--- config.mk ---
export PLATFORM = sky130hd
export DESIGN_NAME = lsq_scheduler
export DESIGN_NICKNAME = d
export VERILOG_FILES = /design/src/rtl/lsq_scheduler_pkg.sv /design/src/rtl/lsq_fifo.sv /design/src/rtl/lsq_scheduler.sv
export SDC_FILE = /design/constraint.sdc
export NUM_CORES = 1
export LEC_CHECK = 0
export BUFFER_PORTS_ARGS = -buffer_cell sky130_fd_sc_hd__buf_4
export CORE_MARGIN = 2
export CORE_UTILIZATION = 46
export DETAILED_ROUTE_END_ITERATION = 10
export PLACE_DENSITY = 0.68
export REMOVE_ABC_BUFFERS = 1
export SLEW_MARGIN = 15
export SYNTH_ARGS = -nofsm -noshare
export SYNTH_HDL_FRONTEND = slang
export SYNTH_SLANG_ARGS = --single-unit
export TNS_END_PERCENT = 20
--- constraint.sdc ---
create_clock -name clk_i -period 3.9 [get_ports clk_i]
set_input_delay 0.195 -clock clk_i [delete_from_list [all_inputs] [get_ports clk_i]]
set_output_delay 0.195 -clock clk_i [all_outputs]
set_load 0.01 [all_outputs]
--- src/rtl/lsq_scheduler_pkg.sv ---
// Shared definitions for the load/store queue: FSM states, access-size codes
// and entry field widths.
package lsq_scheduler_pkg;

  typedef enum logic [1:0] {
    ST_IDLE,
    ST_REQ,
    ST_WAIT
  } lsq_state_e;

  localparam logic [1:0] SZ_B = 2'b00;
  localparam logic [1:0] SZ_H = 2'b01;
  localparam logic [1:0] SZ_W = 2'b10;

  localparam int unsigned REGD_W   = 5;
  localparam int unsigned FUNCT3_W = 3;

endpackage

--- src/rtl/lsq_fifo.sv ---
// Parameterised synchronous FIFO holding queued memory operations; all state
// freezes while clk_en_i is low.
module lsq_fifo #(
  parameter int unsigned C_DEPTH_X = 2,
  parameter int unsigned C_WIDTH   = 8
) (
  input  logic                 clk_i,
  input  logic                 clk_en_i,
  input  logic                 resetb_i,
  input  logic                 push_i,
  input  logic                 pop_i,
  input  logic [C_WIDTH-1:0]   data_i,
  output logic [C_WIDTH-1:0]   data_o,
  output logic [C_DEPTH_X:0]   count_o,
  output logic                 full_o,
  output logic                 empty_o
);

  localparam int unsigned DEPTH = 2**C_DEPTH_X;

  logic [C_WIDTH-1:0]   mem_q [DEPTH];
  logic [C_DEPTH_X-1:0] wr_ptr_q, wr_ptr_d, rd_ptr_q, rd_ptr_d;
  logic [C_DEPTH_X:0]   count_q, count_d;
  logic                 do_push, do_pop;

  assign full_o  = (count_q == (C_DEPTH_X+1)'(DEPTH));
  assign empty_o = (count_q == '0);
  assign count_o = count_q;
  assign data_o  = mem_q[rd_ptr_q];

  // A push while full is still taken when the head leaves in the same cycle.
  always_comb begin
    do_pop   = clk_en_i && pop_i && !empty_o;
    do_push  = clk_en_i && push_i && (!full_o || do_pop);
    wr_ptr_d = wr_ptr_q;
    rd_ptr_d = rd_ptr_q;
    count_d  = count_q;
    if (do_push) wr_ptr_d = wr_ptr_q + C_DEPTH_X'(1);
    if (do_pop)  rd_ptr_d = rd_ptr_q + C_DEPTH_X'(1);
    if (do_push && !do_pop)      count_d = count_q + (C_DEPTH_X+1)'(1);
    else if (!do_push && do_pop) count_d = count_q - (C_DEPTH_X+1)'(1);
  end

  always_ff @(posedge clk_i or negedge resetb_i) begin
    if (!resetb_i) begin
      wr_ptr_q <= '0;
      rd_ptr_q <= '0;
      count_q  <= '0;
    end else begin
      wr_ptr_q <= wr_ptr_d;
      rd_ptr_q <= rd_ptr_d;
      count_q  <= count_d;
    end
  end

  always_ff @(posedge clk_i) begin
    if (do_push) mem_q[wr_ptr_q] <= data_i;
  end

  a_no_push_when_full: assert property (@(posedge clk_i) disable iff (!resetb_i)
    !(clk_en_i && push_i && full_o && !do_pop));

endmodule

--- src/rtl/lsq_scheduler.sv ---
// Load/store queue: issues queued ops one at a time on the data bus and writes
// back lane-extracted load data. Define LSQ_ERR_REPORT_EN for access-fault reporting.
module lsq_scheduler
  import lsq_scheduler_pkg::*;
#(
  parameter int unsigned C_XLEN_X  = 5,
  parameter int unsigned C_XLEN    = 2**C_XLEN_X,
  parameter int unsigned C_DEPTH_X = 2
) (
  input  logic                clk_i,
  input  logic                clk_en_i,
  input  logic                resetb_i,
  input  logic                ex_lq_wr_i,
  input  logic                ex_sq_wr_i,
  input  logic [2:0]          ex_funct3_i,
  input  logic [4:0]          ex_regd_addr_i,
  input  logic [C_XLEN-1:0]   ex_regs2_data_i,
  input  logic [C_XLEN-1:0]   ex_addr_i,
  output logic                ex_full_o,
  output logic                lsq_empty_o,
  output logic                dbus_req_o,
  output logic                dbus_we_o,
  output logic [C_XLEN-1:0]   dbus_addr_o,
  output logic [C_XLEN/8-1:0] dbus_be_o,
  output logic [C_XLEN-1:0]   dbus_wdata_o,
  input  logic                dbus_gnt_i,
  input  logic                dbus_rvalid_i,
  input  logic [C_XLEN-1:0]   dbus_rdata_i,
  input  logic                dbus_err_i,
  output logic                wb_regd_wr_o,
  output logic [4:0]          wb_regd_addr_o,
  output logic [C_XLEN-1:0]   wb_regd_data_o,
  output logic                hvec_laf_o,
  output logic                hvec_saf_o,
  output logic [C_XLEN-1:0]   hvec_fault_addr_o
);

  localparam int unsigned BW = C_XLEN / 8;

  typedef struct packed {
    logic                we;
    logic [FUNCT3_W-1:0] funct3;
    logic [REGD_W-1:0]   regd;
    logic [C_XLEN-1:0]   addr;
    logic [C_XLEN-1:0]   data;
  } entry_t;

  entry_t             push_ent, head;
  logic               push_req, pop, fifo_full, fifo_empty;
  logic [C_DEPTH_X:0] fifo_count;
  lsq_state_e         state_q, state_d;
  logic               rsp, rsp_err;
  logic [C_XLEN-1:0]  ld_shift, ld_data;
  logic               wb_wr_q, wb_wr_d;
  logic [REGD_W-1:0]  wb_addr_q, wb_addr_d;
  logic [C_XLEN-1:0]  wb_data_q, wb_data_d;

  assign push_req = ex_lq_wr_i | ex_sq_wr_i;
  assign push_ent = '{we: ex_sq_wr_i, funct3: ex_funct3_i, regd: ex_regd_addr_i,
                      addr: ex_addr_i, data: ex_regs2_data_i};

  lsq_fifo #(
    .C_DEPTH_X (C_DEPTH_X),
    .C_WIDTH   ($bits(entry_t))
  ) u_fifo (
    .clk_i    (clk_i),
    .clk_en_i (clk_en_i),
    .resetb_i (resetb_i),
    .push_i   (push_req),
    .pop_i    (pop),
    .data_i   (push_ent),
    .data_o   (head),
    .count_o  (fifo_count),
    .full_o   (fifo_full),
    .empty_o  (fifo_empty)
  );

  assign ex_full_o   = fifo_full;
  assign lsq_empty_o = fifo_empty && (state_q == ST_IDLE);
  assign rsp         = (state_q == ST_WAIT) && dbus_rvalid_i;

  // Leaving IDLE on the accepting push edge gives request one cycle after the push.
  always_comb begin
    state_d = state_q;
    pop     = 1'b0;
    case (state_q)
      ST_IDLE: if (fifo_count != '0 || (push_req && !fifo_full)) state_d = ST_REQ;
      ST_REQ:  if (dbus_gnt_i) state_d = ST_WAIT;
      ST_WAIT: if (dbus_rvalid_i) begin
        pop     = 1'b1;
        state_d = (fifo_count > (C_DEPTH_X+1)'(1) || push_req) ? ST_REQ : ST_IDLE;
      end
      default: state_d = ST_IDLE;
    endcase
  end

  always_comb begin
    dbus_req_o   = 1'b0;
    dbus_we_o    = 1'b0;
    dbus_addr_o  = '0;
    dbus_be_o    = '0;
    dbus_wdata_o = '0;
    if (state_q == ST_REQ) begin
      dbus_req_o  = 1'b1;
      dbus_we_o   = head.we;
      dbus_addr_o = {head.addr[C_XLEN-1:2], 2'b00};
      case (head.funct3[1:0])
        SZ_B: begin
          dbus_be_o    = BW'(1) << head.addr[1:0];
          dbus_wdata_o = {BW{head.data[7:0]}};
        end
        SZ_H: begin
          dbus_be_o    = BW'(3) << {head.addr[1], 1'b0};
          dbus_wdata_o = {(BW/2){head.data[15:0]}};
        end
        default: begin
          dbus_be_o    = '1;
          dbus_wdata_o = head.data;
        end
      endcase
    end
  end

  always_comb begin
    ld_shift = dbus_rdata_i >> {head.addr[1:0], 3'b000};
    case (head.funct3[1:0])
      SZ_B:    ld_data = {{(C_XLEN-8){ld_shift[7] & ~head.funct3[2]}}, ld_shift[7:0]};
      SZ_H:    ld_data = {{(C_XLEN-16){ld_shift[15] & ~head.funct3[2]}}, ld_shift[15:0]};
      default: ld_data = dbus_rdata_i;
    endcase
    wb_wr_d   = rsp && !head.we && (head.regd != '0) && !rsp_err;
    wb_addr_d = wb_wr_d ? head.regd : wb_addr_q;
    wb_data_d = wb_wr_d ? ld_data : wb_data_q;
  end

  always_ff @(posedge clk_i or negedge resetb_i) begin
    if (!resetb_i) begin
      state_q   <= ST_IDLE;
      wb_wr_q   <= 1'b0;
      wb_addr_q <= '0;
      wb_data_q <= '0;
    end else if (clk_en_i) begin
      state_q   <= state_d;
      wb_wr_q   <= wb_wr_d;
      wb_addr_q <= wb_addr_d;
      wb_data_q <= wb_data_d;
    end
  end

  assign wb_regd_wr_o   = wb_wr_q;
  assign wb_regd_addr_o = wb_addr_q;
  assign wb_regd_data_o = wb_data_q;

`ifdef LSQ_ERR_REPORT_EN
  logic              laf_q, laf_d, saf_q, saf_d;
  logic [C_XLEN-1:0] fault_addr_q, fault_addr_d;

  assign rsp_err = rsp & dbus_err_i;

  always_comb begin
    laf_d        = rsp_err & ~head.we;
    saf_d        = rsp_err & head.we;
    fault_addr_d = rsp_err ? head.addr : fault_addr_q;
  end

  always_ff @(posedge clk_i or negedge resetb_i) begin
    if (!resetb_i) begin
      laf_q        <= 1'b0;
      saf_q        <= 1'b0;
      fault_addr_q <= '0;
    end else if (clk_en_i) begin
      laf_q        <= laf_d;
      saf_q        <= saf_d;
      fault_addr_q <= fault_addr_d;
    end
  end

  assign hvec_laf_o        = laf_q;
  assign hvec_saf_o        = saf_q;
  assign hvec_fault_addr_o = fault_addr_q;
`else
  logic err_unused;
  assign err_unused        = dbus_err_i;
  assign rsp_err           = 1'b0;
  assign hvec_laf_o        = 1'b0;
  assign hvec_saf_o        = 1'b0;
  assign hvec_fault_addr_o = '0;
`endif

endmodule

# --- Yosys cells after proc, flatten, opt, wreduce, memory -nomap -nowiden ---
# Memories as Yosys holds them, arrays and structs flattened.
# Cells that the tools add are included.
word_totals:
  memories: 1
  input_bits: 112
  mem_bits_rw: 292
  word_cells: 73
  regBits: 47
  output_inout_bits: 144
classes:
  n_shift: 3
  eq_ne: 7
  bitwise_logic: 4
  n_reduce_logical: 27
  addsub: 4
  mux: 19
  n_lt_le_gt_ge: 1
memory_table:
  columns: ["name", "words", "word_bits", "rd", "rd_clocked_by_memory_dff", "wr", "line_no", "text"]
  rows:
  - ["u_fifo.mem_q", 4, 73, 1, 0, 1, "lsq_fifo.sv:21", "logic [C_WIDTH-1:0] mem_q [DEPTH];"]
op_table:
  columns: ["operator", "count"]
  rows:
  - ["$pmux 32 s2", 2]
  - ["$mux 32", 2]
  - ["$shr 32x5->16", 1]
  - ["$logic_and 1x1->1", 11]
  - ["$pmux 4 s2", 1]
  - ["$mux 1", 7]
  - ["$mux 2", 3]
  - ["$mux 3", 2]
  - ["$pmux 2 s3", 1]
  - ["$logic_not 1->1", 5]
  - ["$reduce_bool 5->1", 1]
  - ["$add 2x1->2 const B", 2]
  - ["$eq 2x1->1 const B", 2]
  - ["$logic_not 2->1", 2]
  - ["$mux 4", 1]
  - ["$ne 2x2->1 const B", 2]
  - ["$reduce_and 4->1", 1]
  - ["$shl 1x2->4 const A", 1]
  - ["$shl 2x2->4 const A", 1]
  - ["$add 3x1->3 const B", 1]
  - ["$eq 3x3->1 const B", 1]
  - ["$gt 3x1->1 const B", 1]
  - ["$logic_not 3->1", 1]
  - ["$logic_or 1x1->1", 3]
  - ["other kinds (9)", 10]

# --- Logic depth before layout (Yosys ltp) ---
# Gate-level depths: netlist of the first run.
logic_depth:
  ltp_word: 10
  depth_mapped: 9
  ltp_nobuf: 8

# --- Cells and area by module ---
# From an unflattened synthesis of the first run, not the netlist that was laid out.
unflattened:
  cells_unflattened: 823
  hier_area_um2: 14117.3
modules_own_cells:
  columns: ["mod", "n_inst", "area_per_inst_um2", "cells_per_inst"]
  rows:
  - ["lsq_fifo", 1, 10978.0, 418]
  - ["lsq_scheduler", 1, 3139.3, 405]

# --- Worst setup path after synthesis of the first run ---
# OpenSTA, ideal clock, no wires.
synth_timing:
  path_type: "flip-flop to flip-flop"
  from: "register u_fifo.count_q[0] (netlist: u_fifo.count_o[0])"
  to: "memory u_fifo.mem_q[0][0] (netlist bit) (enable)"
  arrival_time_ns: 3.022
  setup_time_ns: 0.439
  path_stages_with_launch: 6
  setup_slack_ns: 0.439
  required_time_ns: 3.461
  path_buffers: 0
  cell_sequence: "dfrtp_1 -> inv_1 -> ha_1 -> and2_1 -> a21oi_1 -> and2_1"
synth_rtl:
  columns: ["element", "line_no", "text"]
  rows:
  - ["start: declaration", "lsq_fifo.sv:23", "logic [C_DEPTH_X:0] count_q, count_d;"]
  - ["start signal: assignment", "lsq_fifo.sv:52", "count_q <= count_d;"]
  - ["$eq 3x3->1", "lsq_fifo.sv:26", "assign full_o = (count_q == (C_DEPTH_X+1)'(DEPTH));"]
  - ["via ex_full_o", "lsq_scheduler.sv:19", "output logic ex_full_o,"]
  - ["$logic_not 1->1", "lsq_fifo.sv:34", "do_push = clk_en_i && push_i && (!full_o || do_pop);"]
  - ["$logic_or 1x1->1", "lsq_fifo.sv:34", null]
  - ["$logic_and 1x1->1", "lsq_fifo.sv:34", null]
  - ["$mux 1", "lsq_fifo.sv:57", "if (do_push) mem_q[wr_ptr_q] <= data_i;"]
  - ["$mux 1 (not written as such)", "lsq_fifo.sv:57", null]
  - ["end: declaration", "lsq_fifo.sv:21", null]
# The timed path passes the listed nets, and every way through them passes these cells.

# --- Worst setup path in the final report of the first run ---
layout_timing:
  from: "register u_fifo.rd_ptr_q[0]"
  to: "output port dbus_wdata_o[10]"
layout_between:
  elab_chain_len: 4
layout_lines:
  columns: ["element", "line_no", "text"]
  rows:
  - ["start: declaration", "lsq_fifo.sv:22", "logic [C_DEPTH_X-1:0] wr_ptr_q, wr_ptr_d, rd_ptr_q, rd_ptr_d;"]
  - ["start signal: assignment", "lsq_fifo.sv:51", "rd_ptr_q <= rd_ptr_d;"]
  - ["$mem_v2 4x73 *", null, null]
  - ["$eq 2x1->1 / $logic_not 2->1 (equally long branches)", "lsq_scheduler.sv:107", "case (head.funct3[1:0])"]
  - ["$pmux 32 s2 *", "lsq_scheduler.sv:107", null]
  - ["$mux 32 *", "lsq_scheduler.sv:103", "if (state_q == ST_REQ) begin"]
  - ["end: declaration", "lsq_scheduler.sv:25", "output logic [C_XLEN-1:0] dbus_wdata_o,"]
# Every way passes the cells marked *; elsewhere a longest branch is shown, timed or not.

==> flow_summary.ini, run 1 <==
[outcome]
status = finished clean

[synth]
synth-main-ff-cell = edfxtp_1
async_reset_ff_frac = 0.139
synthCells = 876
ys_types = 50
avgSynthCellArea_um2 = 16.3
synth-warning-count = 0
syn-cell-area_um2 = 14300
synth-edff-count = 292
ys_seq_elements = 339
synth.yosys.seq_area_share = 0.694

[setup_path]
reg2reg_to = wb_regd_data_o[16]
path_class = reg -> out
path_cells = mux2i_1 -> mux2_2 -> nand2_1 -> nand2_1 -> a21oi_1 -> buf_4
r2r_slack_ps = 980
cpMostUsedCell = nand2_1
cpMaxStageDelayCell = mux2_2
endpoint_kind = primary output
worstPathMaxFanout = 32
worstPathRequired_ps = 3700
startpoint_type = flop
cp.arrival_ps = 3290
cpPeakStageDelay_ps = 740
r2r_start = u_fifo.rd_ptr_q[0]
rr_worst_depth = 6

[die]
ios = 256
row_count = 64
die_w_um = 180
die_h_um = 180
core_um2 = 30600
die_area_um2 = 32600
initial_core_util = 0.468

[clock_tree]
clk_pin_slew_ps = 60
clockBufferDepth = 3
clkLatencyLatePin_ps = 530
cts_buffers = 38
cts_tree = done
cts.sinks = 339
clockRootBuffer = clkbuf_16
cts_resized = 0
cts-htree-levels = 2

[final_layout]
final_cell_area_um2 = 18600
final_common_cell = edfxtp_1
syn2layout_area_growth_pct = 29.9
utilization = 0.608
final_nets = 1328
layout_common_cells = 292 x edfxtp_1, 234 x buf_4, 100 x dlygate4sd3_1, 99 x nand2_1, 70 x mux4_2
drive_above_1_share = 0.320
fill_cells = 2292

[pwr]
powerDensity_nw_per_um2 = 733
switching_power_mw = 4.46
pwr-share-clk = 0.262
p_comb_frac = 0.371
p_seq_frac = 0.368
p_leak_nw = 7.00
switching_share = 0.327
p_int_mw = 9.18
vdd_drop_max_mv = 0.470

[drt]
drtAntennaViolNets = 0
via_count = 8630
drc = 0
drtIter0Drc = 470
first_pass_iters = 4
drt-total-wl_mm = 32.9
wire_per_inst_um = 20.2
viasPerCell = 5.29

[timing]
fin_skew_ps = 25.4
fin_ws_ps = 410
tns_ps = 0
fin_crit_sh = 0.895
final.min_clock_period_ps = 3490
finalHoldViolCount = 0
tightest_slew_ps = 766
drv_slew = 0
relSlewSlack = 0.489
setup_violations = 0
rsz0062_at_grt = no
clock.fmax_mhz = 287

[grt]
grt-ovfl-total = 0
grt_pass1_vias = 9008
grt_max_degree = 53
antenna_found_initial = 2
grt_pass1_wl_mm = 51.2
track_usage = 0.203

[min_path]
hold_end = wb_regd_data_o[9]
worstHoldPathType = in -> reg
min_from = dbus_rdata_i[9]
holdPathStages = 3

[job]
cap_violations = 0

[placement]
place_hpwl_mm = 20.1
numPortBuffers = 218
place_congestion = 0.822
placed_cell_area_um2 = 16300
dp_slack_ps = 930
synth_stat cells (10+ instances only):
library cell | n | area (um2)
buf_4 | 38 | 285
nor2_1 | 38 | 143
mux4_2 | 70 | 1580
dfrtp_1 | 47 | 1180
a21oi_2 | 10 | 87.6
edfxtp_1 | 292 | 8770
and2_1 | 44 | 275
a21oi_1 | 30 | 150
clkbuf_1 | 27 | 101
inv_1 | 22 | 82.6
nand2_1 | 99 | 372
buf_2 | 10 | 50.1
mux2i_1 | 16 | 160
o21ai_0 | 27 | 135
through the flow:
stage                     total power, mW  cells  hold WS [ps]
final                                13.6   1632          13.3
after global routing                 14.4   1632          33.6
after CTS                            13.8   1631          4.19
after detailed placement             10.1   1463           265
after global placement               10.1   1463           258
after floorplan                      8.04    829          -101
power groups by stage:
stage	clock, mW	sequential, mW	combinational (mW)
5_1_grt	3.79	5.09	5.49
3_3_place_gp	0	5.07	4.99
2_1_floorplan	0	5.28	2.76
4_1_cts	3.63	5.02	5.12
3_5_place_dp	0	5.10	5.02
6_report	3.57	5.01	5.06
metal layers:
metal,share of wire,track usage,vias up
met2,0.49,0.345,326
met4,0.017,0.0555,2
met1,0.41,0.254,4311
li1,-,-,3948
met3,0.084,0.0590,43
met5,0.00039,0,-
cell type report:
| cell class | count | area, um2 | area share |
|---|---|---|---|
| inverter | 22 | 82.6 | 0.00444 |
| antenna | 1 | 2.50 | 0.000134 |
| multi-input combinational | 468 | 3980 | 0.214 |
| tap | 396 | 495 | 0.0266 |
| clock buffer | 50 | 1060 | 0.0569 |
| sequential | 339 | 9950 | 0.535 |
| timing repair buffer | 338 | 2840 | 0.153 |
| clock inverter | 18 | 203 | 0.0109 |
flip-flops by register name, summed over array words and instances (netlist names):
name,count
wb_regd_wr_o,1
u_fifo.count_o,3
u_fifo.rd_ptr_q,2
u_fifo.wr_ptr_q,2
state_q,2
u_fifo.mem_q,292
wb_regd_addr_o,5
wb_regd_data_o,32
cell families (layout without fill, tap and decap cells):
| group | Yosys count | in the layout | synth area share |
|---|---|---|---|
| compound gates | 125 | 125 | 0.0604 |
| mux | 94 | 94 | 0.130 |
| fa+ha+maj | 9 | 9 | 0.00786 |
| buf+inv | 104 | 428 | 0.0402 |
| other cells | 1 | 37 | 0.000262 |
| simple gates | 198 | 198 | 0.0633 |
| flops | 339 | 339 | 0.694 |
| xor+xnor | 6 | 6 | 0.00367 |
critical path, delay by kind of cell (launching register included):
kind                   cells  cell delay [ps]
AO/OA/AOI/OAI              1              100
multiplexers               2             1120
AND/OR/NAND/NOR            2              660
buffers and inverters      1              170
flip-flops                 1              710
what timing repair did:
action	CTS	global route
endpoints found under the hold margin	366	0
setup buffers	0	0
hold buffers	100	0
endpoints found under the setup margin	0	0
worst max-delay path by stage:
| stage | startpoint | to | depth (start not counted) |
|---|---|---|---|
| after floorplan | u_fifo.rd_ptr_q[0] | wb_regd_data_o[30] | 5 |
| after global placement | u_fifo.rd_ptr_q[0] | dbus_wdata_o[10] | 6 |
| after detailed placement | u_fifo.rd_ptr_q[0] | dbus_wdata_o[10] | 6 |
| after CTS | u_fifo.rd_ptr_q[0] | dbus_wdata_o[10] | 6 |
| after global routing | u_fifo.rd_ptr_q[0] | dbus_wdata_o[12] | 6 |
| final | u_fifo.rd_ptr_q[0] | dbus_wdata_o[10] | 6 |
Note: power is estimated with default switching activity, not from simulation.
==> run 2: changes to the inputs <==
--- a/config.mk
+++ b/config.mk
@@ -6,7 +6,8 @@
 export NUM_CORES = 1
 export LEC_CHECK = 0
 export BUFFER_PORTS_ARGS = -buffer_cell sky130_fd_sc_hd__buf_4
-export CORE_MARGIN = 2
+export CORE_ASPECT_RATIO = 0.75
+export CORE_MARGIN = 8
 export CORE_UTILIZATION = 46
 export DETAILED_ROUTE_END_ITERATION = 10
 export PLACE_DENSITY = 0.68
==> flow_summary.ini, run 2 (same netlist as run 1, synthesis figures left out) <==
[clock_tree]
cts.sinks = 339
cts-htree-levels = 2
clk_pin_slew_ps = 60
clockBufferDepth = 3
cts_tree = done
clockRootBuffer = clkbuf_16
cts_buffers = 35
cts_resized = 0
clkLatencyLatePin_ps = 510

[grt]
met3_usage = 0.0348
grt_max_degree = 48
grt_pass1_vias = 8957
met1_usage = 0.245
top_usage_layer = met2
grt_pass1_wl_mm = 52.2
track_usage = 0.181
use_met2 = 0.300
antenna_found_initial = 4
grt-ovfl-total = 0

[placement]
place_congestion = 0.793
placed_cell_area_um2 = 16400
place_hpwl_mm = 22.3
numPortBuffers = 218

[pwr]
switching_power_mw = 4.42
power_mw = 13.4
powerDensity_nw_per_um2 = 722
pwr-share-clk = 0.245
vdd_drop_max_mv = 0.407
switching_share = 0.330
p_int_mw = 8.96
p_comb_frac = 0.379
p_seq_frac = 0.375
p_leak_nw = 6.96

[timing]
tns_ps = 0
drv_slew = 0
finalHoldViolCount = 0
fin_crit_sh = 0.934
tightest_slew_ps = 679
rsz0062_at_grt = no
final.min_clock_period_ps = 3640
relSlewSlack = 0.548
fin_skew_ps = 20.4
clock.fmax_mhz = 275
setup_violations = 0

[final_layout]
layout_common_cells = 292 x edfxtp_1, 238 x buf_4, 101 x dlygate4sd3_1, 99 x nand2_1, 70 x mux4_2
final_common_cell = edfxtp_1
syn2layout_area_growth_pct = 29.4
fill_cells = 2365
largest_reg_flops = 292
regMostFlops = u_fifo.mem_q
utilization = 0.599
final_cell_area_um2 = 18500
drive_above_1_share = 0.317
final_nets = 1330

[drt]
wire_per_inst_um = 20.9
drtIter0Drc = 581
drt-total-wl_mm = 34.3
via_count = 8641
first_pass_iters = 5
drc = 0
viasPerCell = 5.25
drtAntennaViolNets = 0

[setup_path]
endpoint_kind = primary output
r2r_slack_ps = 850
worstPathRequired_ps = 3700
startpoint_type = flop
cp.arrival_ps = 3450
worstPathMaxFanout = 25
path_class = reg -> out

[min_path]
worstHoldPathType = in -> reg

[die]
die_area_um2 = 37100
core_um2 = 31000
ios = 256
row_count = 56
die_w_um = 220
die_h_um = 169
initial_core_util = 0.462

[outcome]
status = finished clean

[job]
cap_violations = 0
==> run 2: through the flow <==
| step | cells | hold WS, ps | worst slack [ps] |
|---|---|---|---|
| 2_1_floorplan | 829 | -101 | -2770 |
| 3_3_place_gp | 1477 | 250 | 798 |
| 3_5_place_dp | 1477 | 259 | 743 |
| 4_1_cts | 1642 | 3.94 | 179 |
| 5_1_grt | 1645 | 30.8 | 15.7 |
| 6_report | 1645 | 23.0 | 258 |
==> run 2: final timing paths <==
path	to	depth (start not counted)	startpoint
max	dbus_wdata_o[14]	7	u_fifo.rd_ptr_q[0]
min	wb_regd_data_o[12]	3	dbus_rdata_i[12]
max reg2reg	wb_regd_data_o[30]	6	u_fifo.rd_ptr_q[0]
min reg2reg	wb_regd_addr_o[0]	2	wb_regd_addr_o[0]
max in group asynchronous	u_fifo.rd_ptr_q[0]	2	resetb_i
min in group asynchronous	wb_regd_data_o[21]	2	resetb_i
==> run 2: area by class of cell <==
| class | count | area (um2) | share of cell area |
|---|---|---|---|
| sequential | 339 | 9950 | 0.537 |
| timing repair buffer | 343 | 2880 | 0.155 |
| inverter | 22 | 82.6 | 0.00445 |
| clock inverter | 17 | 174 | 0.00938 |
| antenna | 3 | 7.51 | 0.000405 |
| clock buffer | 47 | 962 | 0.0519 |
| multi-input combinational | 468 | 3970 | 0.214 |
| tap | 406 | 508 | 0.0274 |
==> run 2: routing by layer <==
metal  wire length, um  vias up
met5                 9        -
met4               677        2
met3              2240       52
met2             17100      297
met1             14300     4334
li1                  -     3956
==> run 2: what timing repair did <==
item | 4_1_cts | 5_1_grt
setup buffers | 0 | 0
endpoints found under the setup margin | 0 | 0
hold buffers | 101 | 0
hold endpoints to repair | 366 | 0
==> run 2: power by group through the flow <==
| stage | combinational (mW) | sequential [mW] | clock (mW) |
|---|---|---|---|
| detailed placement | 5.06 | 5.11 | 0 |
| floorplan | 2.76 | 5.28 | 0 |
| global route | 5.49 | 5.10 | 3.49 |
| CTS | 5.16 | 5.04 | 3.36 |
| finish | 5.07 | 5.02 | 3.28 |
| global placement | 5.01 | 5.07 | 0 |
==> run 2: worst max-delay path, stage by stage (launching register included) <==
cell and delay (ps):
dfrtp_4 710, buf_4 280, mux2i_1 360, mux2_2 630, nand2_1 480, nand2_1 210, a21oi_1 80, buf_4 170
==> run 3: changes to the inputs <==
--- a/config.mk
+++ b/config.mk
@@ -10,6 +10,7 @@
 export CORE_MARGIN = 8
 export CORE_UTILIZATION = 46
 export DETAILED_ROUTE_END_ITERATION = 10
+export GPL_TIMING_DRIVEN = 0
 export PLACE_DENSITY = 0.68
 export REMOVE_ABC_BUFFERS = 1
 export SLEW_MARGIN = 15
==> flow_summary.ini, run 3 (same netlist as run 1, synthesis figures left out) <==
[clock_tree]
clockBufferDepth = 3
cts-htree-levels = 2
cts_tree = done
cts_buffers = 35
cts.sinks = 339
clockRootBuffer = clkbuf_16
clkLatencyLatePin_ps = 510
clk_pin_slew_ps = 60

[drt]
first_pass_iters = 5
drc = 0
via_count = 8580
drt-total-wl_mm = 33.9
drtIter0Drc = 581
drtAntennaViolNets = 0
viasPerCell = 5.22
wire_per_inst_um = 20.6

[die]
die_area_um2 = 37100
die_w_um = 220
initial_core_util = 0.462
ios = 256
row_count = 56
core_um2 = 31000
die_h_um = 169

[final_layout]
final_nets = 1327
final_cell_area_um2 = 18700
largest_reg_flops = 292
layout_common_cells = 292 x edfxtp_1, 220 x buf_4, 103 x dlygate4sd3_1, 98 x nand2_1, 70 x mux4_2
final_common_cell = edfxtp_1
final_cells = 1643
utilization = 0.605
syn2layout_area_growth_pct = 30.7
drive_above_1_share = 0.319
regMostFlops = u_fifo.mem_q

[timing]
finalHoldViolCount = 0
fin_skew_ps = 14.2
setup_violations = 0
final.min_clock_period_ps = 3610
clock.fmax_mhz = 277
fin_crit_sh = 0.927
fin_ws_ps = 286
fin_hold_ws_ps = 19.2
tightest_slew_ps = 824
tns_ps = 0
relSlewSlack = 0.451
rsz0062_at_grt = no
drv_slew = 0

[setup_path]
path_class = reg -> out
cp.arrival_ps = 3420
cpMostUsedCell = buf_16
path_buf_inv = 3
worstPathRequired_ps = 3700
endpoint_kind = primary output
cpPeakStageDelay_ps = 640
crit_family = multiplexers
cpMaxStageDelayCell = dfrtp_4
path_cells = buf_16 -> buf_16 -> mux2i_1 -> mux2_2 -> nand2_2 -> nand2_1 -> a21oi_1 -> buf_4
worstPathMaxFanout = 34
startpoint_type = flop

[pwr]
p_leak_nw = 6.99
powerDensity_nw_per_um2 = 723
power_mw = 13.5
vdd_drop_max_mv = 0.463

[grt]
grt_pass1_vias = 9038
track_usage = 0.179
grt_pass1_wl_mm = 51.5
grt-ovfl-total = 0
grt_max_degree = 49
antenna_found_initial = 3

[placement]
numPortBuffers = 218
place_hpwl_mm = 21.3
placed_cell_area_um2 = 16500
dp_slack_ps = -82.6
dp_cells = 1467
place_congestion = 0.779

[job]
cap_violations = 0

[min_path]
worstHoldPathType = in -> reg

[outcome]
status = finished clean
==> run 3: changes by cell type in the layout (fill, tap and decap cells not counted), sizes merged <==
cell | previous run | this run
clkbuf | 47 | 43
clkinvlp | 0 | 4
inv | 26 | 22
buf | 242 | 236
clkinv | 10 | 13
mux2 | 4 | 5
diode | 3 | 5
dlygate4sd3 | 101 | 103
==> run 3: routing by layer <==
layer  routed length, um  share of wire  track usage
met5                   0              0            0
met4                 824          0.024       0.0558
met3                2000          0.059       0.0348
met2               16800           0.50        0.295
met1               14200           0.42        0.237
==> run 3: area by class of cell <==
| type | count | area (um2) |
|---|---|---|
| tap | 406 | 508 |
| clock buffer | 43 | 948 |
| inverter | 22 | 82.6 |
| multi-input combinational | 469 | 4010 |
| fill | 2313 | 12200 |
| antenna | 5 | 12.5 |
| sequential | 339 | 9950 |
| clock inverter | 20 | 174 |
| timing repair buffer | 339 | 3040 |
==> run 3: power by group <==
| part | total (mW) | switching (mW) | internal (mW) |
|---|---|---|---|
| clock | 3.25 | 1.32 | 1.93 |
| sequential | 5.04 | 0.373 | 4.66 |
| combinational | 5.26 | 2.76 | 2.50 |
==> run 3: path summary, 6_finish.rpt <==
path	endpoint	start	cells past startpoint	slack (ps)
max in group asynchronous	u_fifo.rd_ptr_q[0]	resetb_i	2	3130
min in group asynchronous	wb_regd_data_o[13]	resetb_i	2	250
worst max register to register	wb_regd_data_o[19]	u_fifo.rd_ptr_q[0]	8	470
worst max-delay path	dbus_wdata_o[13]	u_fifo.rd_ptr_q[0]	8	290
worst min register to register	wb_regd_data_o[8]	wb_regd_data_o[8]	2	490
worst min-delay path	wb_regd_data_o[14]	dbus_rdata_i[14]	3	20
==> run 3: worst min-delay path, cell delays in order <==
cell and delay (ps):
buf_4 90, o21ai_0 70, o21ai_0 130
==> run 3: repair_timing <==
action | CTS | global route
endpoints found under the setup margin | 16 | 2
setup buffers | 1 | 3
gates cloned | 0 | 1
hold buffers | 103 | 0
gates resized for setup | 3 | 2
pin swaps | 1 | 1
endpoints found under the hold margin | 369 | 0
